<file path="src/rtl/handshake_tx_if.sv">
// Valid/ready source port plus req/ack handshake pins for handshake_tx.
// The err pin exists only when HANDSHAKE_TIMEOUT_EN is defined.
interface handshake_tx_if #(
   parameter int DATA_WIDTH = 8
);
   logic [DATA_WIDTH-1:0] in_data;
   logic                  in_valid;
   logic                  in_ready;
   logic                  req_out;
   logic [DATA_WIDTH-1:0] data_out;
   logic                  ack_in;
   logic                  busy;
   logic                  done;
`ifdef HANDSHAKE_TIMEOUT_EN
   logic                  err;

   modport master (
      input  in_data, in_valid, ack_in,
      output in_ready, req_out, data_out, busy, done, err
   );
   modport slave (
      output in_data, in_valid, ack_in,
      input  in_ready, req_out, data_out, busy, done, err
   );
`else
   modport master (
      input  in_data, in_valid, ack_in,
      output in_ready, req_out, data_out, busy, done
   );
   modport slave (
      output in_data, in_valid, ack_in,
      input  in_ready, req_out, data_out, busy, done
   );
`endif
endinterface

</file>
<file path="src/rtl/handshake_tx.sv">
// Source side of a 4-phase req/ack crossing: one word per handshake, ack synchronized locally.
// Optional per-phase timeout with err pulse is compiled in by defining HANDSHAKE_TIMEOUT_EN.
module handshake_tx #(
   parameter int DATA_WIDTH     = 8,
   parameter int SYNC_STAGES    = 2,
   parameter int TIMEOUT_CYCLES = 1023
) (
   input  logic          clk,
   input  logic          rst,
   handshake_tx_if.master hs
);
   typedef enum logic [1:0] {
      S_IDLE        = 2'd0,
      S_REQ_HI      = 2'd1,
      S_ACK_WAIT_LO = 2'd2
   } state_t;

   state_t                  r_state;
   state_t                  w_nxt_state;
   logic [SYNC_STAGES-1:0]  r_sync;
   logic                    w_ack_s;
   logic                    w_ack_s_nxt;
   logic [DATA_WIDTH-1:0]   r_data;
   logic                    r_req;
   logic                    r_busy;
   logic                    r_done;
   logic                    r_rdy;
   logic                    w_req;
   logic                    w_busy;
   logic                    w_done;
   logic                    w_load;
   logic                    w_rdy;

   assign w_ack_s     = r_sync[SYNC_STAGES-1];
   // in_ready is registered, so it is decoded from the values state and ack_s take next cycle
   assign w_ack_s_nxt = r_sync[SYNC_STAGES-2];

`ifdef HANDSHAKE_TIMEOUT_EN
   localparam int              CW       = $clog2(TIMEOUT_CYCLES + 1);
   localparam logic [CW-1:0]   TMO_LAST = CW'(TIMEOUT_CYCLES - 1);

   logic [CW-1:0] r_cnt;
   logic          r_err;
   logic          r_tmo;
   logic          w_err;
   logic          w_tmo;
   logic          w_tmo_hit;

   assign w_tmo_hit = (r_cnt == TMO_LAST);
`else
   localparam int unused_timeout_cycles = TIMEOUT_CYCLES;
`endif

   always_comb begin
      w_nxt_state = r_state;
      w_req       = r_req;
      w_busy      = r_busy;
      w_done      = 1'b0;
      w_load      = 1'b0;
`ifdef HANDSHAKE_TIMEOUT_EN
      w_err       = 1'b0;
      w_tmo       = r_tmo;
`endif
      case (r_state)
         S_IDLE: begin
            if (hs.in_valid && r_rdy) begin
               w_load      = 1'b1;
               w_req       = 1'b1;
               w_busy      = 1'b1;
               w_nxt_state = S_REQ_HI;
`ifdef HANDSHAKE_TIMEOUT_EN
               w_tmo       = 1'b0;
`endif
            end
         end
         S_REQ_HI: begin
            if (w_ack_s) begin
               w_req       = 1'b0;
               w_nxt_state = S_ACK_WAIT_LO;
            end
`ifdef HANDSHAKE_TIMEOUT_EN
            else if (w_tmo_hit) begin
               // abandoned request: still wait for ack low, but suppress done
               w_req       = 1'b0;
               w_err       = 1'b1;
               w_tmo       = 1'b1;
               w_nxt_state = S_ACK_WAIT_LO;
            end
`endif
         end
         S_ACK_WAIT_LO: begin
            if (!w_ack_s) begin
               w_busy      = 1'b0;
               w_nxt_state = S_IDLE;
`ifdef HANDSHAKE_TIMEOUT_EN
               w_done      = !r_tmo;
`else
               w_done      = 1'b1;
`endif
            end
`ifdef HANDSHAKE_TIMEOUT_EN
            else if (w_tmo_hit) begin
               w_err       = 1'b1;
               w_busy      = 1'b0;
               w_nxt_state = S_IDLE;
            end
`endif
         end
         default: begin
            w_req       = 1'b0;
            w_busy      = 1'b0;
            w_nxt_state = S_IDLE;
         end
      endcase
      w_rdy = (w_nxt_state == S_IDLE) && !w_ack_s_nxt;
   end

   always_ff @(posedge clk) begin
      if (rst) begin
         r_state <= S_IDLE;
         r_sync  <= '0;
         r_data  <= '0;
         r_req   <= 1'b0;
         r_busy  <= 1'b0;
         r_done  <= 1'b0;
         r_rdy   <= 1'b0;
      end else begin
         r_state <= w_nxt_state;
         r_sync  <= {r_sync[SYNC_STAGES-2:0], hs.ack_in};
         r_req   <= w_req;
         r_busy  <= w_busy;
         r_done  <= w_done;
         r_rdy   <= w_rdy;
         if (w_load) r_data <= hs.in_data;
      end
   end

`ifdef HANDSHAKE_TIMEOUT_EN
   always_ff @(posedge clk) begin
      if (rst) begin
         r_cnt <= '0;
         r_err <= 1'b0;
         r_tmo <= 1'b0;
      end else begin
         r_err <= w_err;
         r_tmo <= w_tmo;
         if (w_nxt_state != r_state)
            r_cnt <= '0;
         else if (r_state != S_IDLE)
            r_cnt <= r_cnt + CW'(1);
      end
   end

   assign hs.err = r_err;
`endif

   assign hs.in_ready = r_rdy;
   assign hs.req_out  = r_req;
   assign hs.data_out = r_data;
   assign hs.busy     = r_busy;
   assign hs.done     = r_done;
endmodule

</file>
<file path="src/flat_wrapper.sv">
// flat-port wrapper written by rule: the top's interface ports become plain ports
module handshake_tx_flat 
#(
   parameter int DATA_WIDTH     = 8,
   parameter int SYNC_STAGES    = 2,
   parameter int TIMEOUT_CYCLES = 1023
)
  (clk, rst, hs_in_data, hs_in_valid, hs_ack_in, hs_in_ready, hs_req_out, hs_data_out, hs_busy, hs_done);
  handshake_tx_if #(.DATA_WIDTH(DATA_WIDTH)) hs_i ();
  input  logic clk;
  input  logic rst;
  input wire logic [$bits(hs_i.in_data)-1:0] hs_in_data;
  input wire logic [$bits(hs_i.in_valid)-1:0] hs_in_valid;
  input wire logic [$bits(hs_i.ack_in)-1:0] hs_ack_in;
  output wire logic [$bits(hs_i.in_ready)-1:0] hs_in_ready;
  output wire logic [$bits(hs_i.req_out)-1:0] hs_req_out;
  output wire logic [$bits(hs_i.data_out)-1:0] hs_data_out;
  output wire logic [$bits(hs_i.busy)-1:0] hs_busy;
  output wire logic [$bits(hs_i.done)-1:0] hs_done;
  assign hs_i.in_data = hs_in_data;
  assign hs_i.in_valid = hs_in_valid;
  assign hs_i.ack_in = hs_ack_in;
  assign hs_in_ready = hs_i.in_ready;
  assign hs_req_out = hs_i.req_out;
  assign hs_data_out = hs_i.data_out;
  assign hs_busy = hs_i.busy;
  assign hs_done = hs_i.done;
  handshake_tx #(.DATA_WIDTH(DATA_WIDTH), .SYNC_STAGES(SYNC_STAGES), .TIMEOUT_CYCLES(TIMEOUT_CYCLES)) u_core (.clk(clk), .rst(rst), .hs(hs_i));
endmodule
</file>
<file path="config.mk">
export PLATFORM = sky130hd
export DESIGN_NAME = handshake_tx_flat
export DESIGN_NICKNAME = d
export VERILOG_FILES = /design/src/rtl/handshake_tx_if.sv /design/src/rtl/handshake_tx.sv /design/src/flat_wrapper.sv
export SDC_FILE = /design/constraint.sdc
export NUM_CORES = 1
export LEC_CHECK = 0
export ABC_AREA = 1
export BUFFER_PORTS_ARGS = -buffer_cell sky130_fd_sc_hd__buf_2
export CAP_MARGIN = 20
export CORE_MARGIN = 2
export CORE_UTILIZATION = 42
export CTS_CLUSTER_SIZE = 20
export DETAILED_ROUTE_END_ITERATION = 10
export PLACE_DENSITY = 0.81
export REMOVE_ABC_BUFFERS = 1
export SYNTH_ARGS = -nofsm -noshare
export SYNTH_HDL_FRONTEND = slang
export SYNTH_SLANG_ARGS = --single-unit
</file>
<file path="constraint.sdc">
create_clock -name clk -period 1.94 [get_ports clk]
set_input_delay 0.291 -clock clk [delete_from_list [all_inputs] [get_ports clk]]
set_output_delay 0.291 -clock clk [all_outputs]
set_load 0.02 [all_outputs]
</file>
Yosys cells after proc, flatten, opt, wreduce, memory -nomap -nowiden
Cells that the tools add are included.

cells by class
  equal/unequal tests = 5
  multiplexer cells = 12
  bitwise gates (word level) = 2
  reductions and logical operators = 8

operator list
  kind                                                                      count
  1-bit 2-to-1 mux                                                          6
  2-bit 2-to-1 mux                                                          3
  1-bit one-hot mux with 3 select lines                                     2
  2-bit one-hot mux with 3 select lines                                     1
  3-bit AND reduction                                                       2
  2-bit zero test                                                           2
  2-bit by 1-bit inequality test with 1-bit output (second input constant)  2
  2-bit by 1-bit == test with 1-bit output (second input constant)          1
  2-bit == test (second input constant)                                     1
  1-bit logical AND                                                         2
  2-bit inequality test (second input constant)                             1
  1-bit NOT                                                                 2
  2-bit OR reduction                                                        1
  1-bit zero test                                                           1

storage, ports and cells
  bits in registers = 16
  input bits = 12
  logic and storage cells = 34

Depth between registers and ports, before layout
Gate-level depths: netlist (run 1).

  word-level depth = 5
  mapped depth = 6

Least setup slack after synthesis (run 1)
No wires, ideal clock.

  path kind = register to register
  from = register u_core.r_rdy, in the netlist u_core.hs.in_ready
  to = register u_core.r_data[0], in the netlist u_core.hs.data_out[0]
  library setup time = 0.115 ns
  arrival time = 0.937 ns
  data required time = 1.825 ns
  path slack = 0.888 ns
  cell stages (with the launch flop) = 6
  buffers on the path = 1
  clock period less this slack = 1.052 ns
  cell sequence = dfxtp_1 > nand2_1 > clkinv_1 > buf_4 > a21oi_1 > nor2_1

between the ends
  word-level cells in the longest chain between the ends = 3

ends and longest elaborated chain
  what                      line                 source
  start: declaration        handshake_tx.sv:27   logic r_rdy;
  start signal: assignment  handshake_tx.sv:133  r_rdy <= w_rdy;
  1-bit logical AND         handshake_tx.sv:66   if (hs.in_valid && r_rdy) begin
  1-bit 2-to-1 mux          handshake_tx.sv:66
  1-bit 2-to-1 mux          handshake_tx.sv:64   case (r_state)
  end signal: assignment    handshake_tx.sv:134  if (w_load) r_data <= hs.in_data;
  end: declaration          handshake_tx.sv:23   logic [DATA_WIDTH-1:0] r_data;

Every way passes these cells.
A chain may end at the register's enable or synchronous reset.

Final worst setup path (run 1)
  from = register u_core.r_rdy, in the netlist u_core.hs.in_ready
  to = register u_core.r_rdy, in the netlist u_core.hs.in_ready

between the ends
  word-level cells in the longest chain between the ends = 5

ends and longest elaborated chain
  what                                   line                 source
  1-bit logical AND                      handshake_tx.sv:66
  2-bit 2-to-1 mux                       handshake_tx.sv:66
  2-bit one-hot mux with 3 select lines  handshake_tx.sv:64
  2-bit zero test                        handshake_tx.sv:115  w_rdy = (w_nxt_state == S_IDLE) && !w_ack_s_nxt;
  1-bit logical AND                      handshake_tx.sv:115

Every way passes these cells.

==> flow_metrics.py, run 1 <==
metrics = {
    "clock_network": {
        "cts_hold_buf": 0,
        "postCtsResizedCells": 0,
        "cts_num_sinks": 16,
        "path_clk_slew_ns": 0.10,
        "cts_buffers": 3,
        "htreeDepth": 1,
        "cts_tree": "built",
        "cts_setup_buffers": 0,
        "cts-root-buf": "clkbuf_4",
        "clockBufferDepth": 2,
        "clk_latency_ns": 0.29,
    },
    "sta": {
        "worst_slew_pin_slew_ns": 0.404,
        "holdWs_ns": 0.200,
        "finalSetupViolCount": 0,
        "slew_headroom": 0.729,
        "finalCritPeriodShare": 0.624,
        "hold_violations": 0,
        "finalSetupTns_ns": 0,
        "slew_viol_final": 0,
        "skew_ns": 0.00776,
        "fin_crit_ns": 1.21,
        "fmax_ghz": 0.826,
        "rsz0062_at_grt": "false",
    },
    "die": {
        "die_height_um": 42.8,
        "ioPinCount": 24,
        "die_w_um": 42.8,
        "die_area_um2": 1830,
        "initial_core_util": 0.435,
        "num_rows": 14,
        "coreArea_um2": 1450,
    },
    "drt": {
        "drt-total-wl_um": 1120,
        "dr.pass1.iters": 3,
        "drtIter0Drc": 2,
        "vias": 583,
        "vias_per_cell": 4.63,
        "drtAntennaViolNets": 0,
        "route.detailed.drc": 0,
        "wl_per_cell_um": 8.90,
    },
    "power": {
        "p_sw_frac": 0.271,
        "p_clk_frac": 0.321,
        "ir_drop_uv": 403,
        "switching_power_mw": 0.188,
        "combPwrFrac": 0.157,
        "p_leak_nw": 0.406,
        "intPower_mw": 0.505,
        "power_density_nw_per_um2": 885,
        "pwr-share-seq": 0.522,
    },
    "critical_path": {
        "cp-end-kind": "flop",
        "cp_slowest_cell": "clkinv_1",
        "r2r_start": "u_core.hs.in_ready",
        "worstPathArrival_ns": 1.45,
        "cpMostUsedCell": "nand2_1",
        "critPathLaunch": "u_core.hs.in_ready",
        "path_cells": "nand2_1, clkinv_1, nand2_1, nand3_1, nor2_1",
        "critPathMaxStageDelay_ns": 0.33,
        "setup.worst_path.start_class": "flop",
        "cp.required_ns": 2.18,
        "cp_max_fo": 17,
        "crit_type": "reg2reg",
    },
    "final_layout": {
        "antenna_cells": 0,
        "fin_area_um2": 782,
        "nFillCells": 141,
        "multiInputGateArea_um2": 238,
        "final_layout_size_suffix_gt1_frac": 0.255,
        "fin_util": 0.538,
        "final_cells": 126,
        "finalNetCount": 123,
        "seq_area_um2": 320,
        "syn_to_final_growth_pct": 23.5,
    },
    "synthesis": {
        "synth-seq-cells": 16,
        "synth_edf_count": 0,
        "syn_inst": 86,
        "ys.flop_type": "dfxtp_1",
        "synth.area.top_cells": "dfxtp_1, nand3_1, a21oi_1",
        "synthSimpleGateAreaFrac": 0.289,
        "synth_compound_gate_area_share": 0.0870,
        "synth_top_family_by_area": "simple AND/OR/NAND/NOR gates",
        "ys_warn_count": 0,
        "ys_seq_area_frac": 0.506,
        "ys_types": 12,
        "synth_common_cells": "dfxtp_1, nand2_1, inv_1, nor2_1, nand3_1",
        "synth.most_common_cell": "dfxtp_1",
        "async_flop_share": 0,
        "synth.avg_cell_area_um2": 7.36,
        "synth_top_area_frac": 0.506,
        "synth_xor_area_frac": 0,
        "yosys-mux-area-fraction": 0,
        "synth_area_leader_cell": "dfxtp_1",
        "synth_fa_ha_area_frac": 0,
        "syn-cell-area_um2": 633,
    },
    "placement": {
        "port_buffers": 23,
        "place_area_um2": 746,
        "dp.cells": 122,
        "routabilityCongestion": 0.696,
        "dp.final_hpwl_um": 830,
    },
    "global_route": {
        "antenna_found_initial": 0,
        "grt_max_degree": 20,
        "grt_usage": 0.138,
        "grt.overflow.total": 0,
        "grt_pass1_vias": 492,
        "grt_pass1_wl_um": 1900,
    },
    "flow_run": {
        "max-cap-violations": 0,
    },
    "hold_path": {
        "hp-start": "hs_ack_in",
        "worstHoldPathType": "in2reg",
    },
    "status": {
        "status": "completed",
    },
}
layout make-up:
type	count	share of cell area
inverters	14	0.0672
repair buffers	23	0.147
multi-input cells	53	0.304
clock buffers	4	0.0464
flip-flops and latches	16	0.410
well taps	16	0.0256
state kept, by name (all words and copies together), names as in the netlist:
| signal | count |
|---|---|
| u_core.hs.in_ready | 1 |
| u_core.r_state | 2 |
| u_core.hs.req_out | 1 |
| u_core.hs.data_out | 8 |
| u_core.r_sync | 2 |
| u_core.hs.done | 1 |
| u_core.hs.busy | 1 |
metal layers:
metal | wire [um] | GRT usage | up-vias | part of all wire
met3 | 38 | 0.0128 | 5 | 0.034
met4 | 45 | 0.113 | 0 | 0.040
met2 | 536 | 0.224 | 12 | 0.48
li1 | - | - | 316 | -
met1 | 502 | 0.163 | 250 | 0.45
met5 | 0 | 0 | - | 0
critical path, delay by kind of cell (launching register included):
kind	cells	cell delay, ns
buffers and inverters	1	0.33
DFF	1	0.32
and+or+nand+nor	4	0.49
worst paths after layout:
path	end	slack [ns]	cells past startpoint
hold reg to reg	u_core.r_sync[1]	0.42	2
setup reg to reg	u_core.hs.in_ready	0.73	5
hold / removal	u_core.r_sync[0]	0.20	3
setup / recovery	u_core.hs.in_ready	0.73	5
power groups by stage:
stage,logic (mW),clock network (mW),registers (mW)
5_1_grt,0.122,0.238,0.366
6_report,0.109,0.222,0.361
4_1_cts,0.110,0.224,0.362
3_5_place_dp,0.110,0,0.369
3_3_place_gp,0.107,0,0.369
2_1_floorplan,0.0490,0,0.391
layout by cell type (no fill, tap or decap):
cell type / instances
nand3_1: 12
nor3_1: 2
clkinv_1: 1
nand2_1: 14
buf_2: 23
nor2_1: 13
clkbuf_8: 1
inv_1: 13
nor2_4: 1
clkbuf_4: 3
dfxtp_1: 16
a21oi_1: 11
cell families after synthesis:
group / after synthesis
buffers and inverters: 17
and+or+nand+nor: 42
DFF: 16
AOI/OAI and AO/OA: 11
through the flow:
stage | power [mW] | worst slack [ns]
2_1_floorplan | 0.440 | 0.829
3_3_place_gp | 0.476 | 0.691
3_5_place_dp | 0.479 | 0.609
4_1_cts | 0.696 | 0.706
5_1_grt | 0.725 | 0.557
6_report | 0.692 | 0.729
No activity file was read; power rests on OpenSTA's default activity.
==> run 2, diff against run 1 <==
==> constraint.sdc (replaced) <==
create_clock -name clk -period 1.2 [get_ports clk]
set_input_delay 0.18 -clock clk [delete_from_list [all_inputs] [get_ports clk]]
set_output_delay 0.18 -clock clk [all_outputs]
set_load 0.02 [all_outputs]
==> run 2 against run 1 <==
Hold slack worse by 0.11 ns. Highest routed layer unchanged. Critical endpoint is now u_core.hs.data_out[1]. Sequential power is 62% higher. Critical path type unchanged. Die area stayed put.
==> flow_metrics.py, run 2 (synthesis gave the netlist of run 1 again) <==
metrics = {
    "status": {
        "status": "completed",
    },
    "power": {
        "p_sw_frac": 0.265,
        "switching_power_mw": 0.296,
        "pwr-share-seq": 0.524,
        "power_density_nw_per_um2": 1400,
        "p_clk_frac": 0.311,
        "ir_drop_uv": 627,
        "combPwrFrac": 0.165,
        "p_leak_nw": 0.415,
        "intPower_mw": 0.821,
    },
    "flow_run": {
        "max-cap-violations": 0,
    },
    "clock_network": {
        "cts-root-buf": "clkbuf_4",
        "path_clk_slew_ns": 0.09,
        "cts_hold_buf": 0,
        "cts_setup_buffers": 0,
        "cts_num_sinks": 16,
        "clk_latency_ns": 0.28,
        "clockBufferDepth": 2,
        "cts_buffers": 3,
        "htreeDepth": 1,
        "cts_tree": "built",
        "postCtsResizedCells": 0,
    },
    "sta": {
        "holdWs_ns": 0.0951,
        "timing.final.ws_setup_ns": 0.112,
        "worst_slew_pin_slew_ns": 0.233,
        "fin_crit_ns": 1.09,
        "skew_ns": 0.000395,
        "hold_violations": 0,
        "slew_headroom": 0.845,
        "slew_viol_final": 0,
        "fmax_ghz": 0.919,
        "rsz0062_at_grt": "false",
        "finalSetupViolCount": 0,
        "finalSetupTns_ns": 0,
        "finalCritPeriodShare": 0.906,
    },
    "final_layout": {
        "finalNetCount": 125,
        "syn_to_final_growth_pct": 25.9,
        "nFillCells": 148,
        "layout_commonest_cell": "buf_2",
        "antenna_cells": 0,
        "largest_register_ffs": 8,
        "most-common-layout-cells": "buf_2, dfxtp_1, nand2_1, inv_1, nor2_1",
        "final_layout_size_suffix_gt1_frac": 0.268,
        "final_cells": 128,
    },
    "die": {
        "num_rows": 14,
        "die_w_um": 42.8,
        "coreArea_um2": 1450,
        "die_height_um": 42.8,
        "ioPinCount": 24,
        "die_area_um2": 1830,
        "initial_core_util": 0.435,
    },
    "placement": {
        "dp.final_hpwl_um": 879,
        "port_buffers": 23,
        "dp_slack_ns": 0.152,
        "routabilityCongestion": 0.722,
        "dp.cells": 124,
    },
    "critical_path": {
        "worstPathArrival_ns": 1.27,
        "cp-end-kind": "flop",
        "crit_type": "reg2reg",
        "cp_max_fo": 14,
        "setup.worst_path.start_class": "flop",
        "cp.required_ns": 1.38,
        "r2r_setup_slack_ns": 0.11,
    },
    "global_route": {
        "antenna_found_initial": 0,
        "grt_pass1_wl_um": 1950,
        "grt_pass1_vias": 491,
        "grt_usage": 0.139,
        "grt.overflow.total": 0,
        "grt_max_degree": 15,
    },
    "drt": {
        "drtIter0Drc": 18,
        "route.detailed.drc": 0,
        "drt-total-wl_um": 1210,
        "wl_per_cell_um": 9.48,
        "drtAntennaViolNets": 0,
        "vias_per_cell": 4.72,
        "vias": 604,
        "dr.pass1.iters": 4,
    },
    "hold_path": {
        "worstHoldPathType": "in2reg",
    },
}
## run 2: stage by stage
| step | util | total power, mW | instance area, um^2 |
|---|---|---|---|
| finish | 0.548 | 1.12 | 797 |
| floorplan | - | 0.711 | 611 |
| global placement | 0.523 | 0.776 | 761 |
| detailed placement | 0.523 | 0.782 | 761 |
| CTS | 0.548 | 1.13 | 797 |
| global route | 0.548 | 1.18 | 797 |
## run 2: power by group through the flow
stage               logic [mW]  clock network (mW)  registers [mW]
floorplan               0.0793                   0           0.632
global placement         0.180                   0           0.596
detailed placement       0.184                   0           0.598
CTS                      0.186               0.360           0.585
global route             0.207               0.381           0.589
finish                   0.184               0.347           0.585
## run 2: path summary, 6_finish.rpt
| path | startpoint | endpoint | cells past startpoint |
|---|---|---|---|
| hold / removal | hs_ack_in | u_core.r_sync[0] | 3 |
| hold reg to reg | u_core.r_sync[0] | u_core.r_sync[1] | 2 |
| setup reg to reg | u_core.r_state[0] | u_core.hs.data_out[1] | 5 |
| setup / recovery | u_core.r_state[0] | u_core.hs.data_out[1] | 5 |
## run 2: layout make-up
cell class,count,area [um^2],area share
Clock buffer,4,36.3,0.0455
Inverter,14,52.6,0.0659
Multi-Input combinational cell,53,238,0.298
Sequential cell,16,320,0.402
Tap cell,16,20.0,0.0251
Timing Repair Buffer,25,130,0.163
## run 2: layer usage
metal,track usage,share of wire
met2,0.194,0.49
met1,0.201,0.45
met3,0.0128,0.049
met4,0.0938,0.012
met5,0,0
## run 2: worst max-delay path, stage by stage (launching register included)
cell and delay [ns]:
dfxtp_1 0.38, nor2_4 0.18, buf_4 0.21, nand3_1 0.10
nand2_1 0.07, nor2_1 0.04
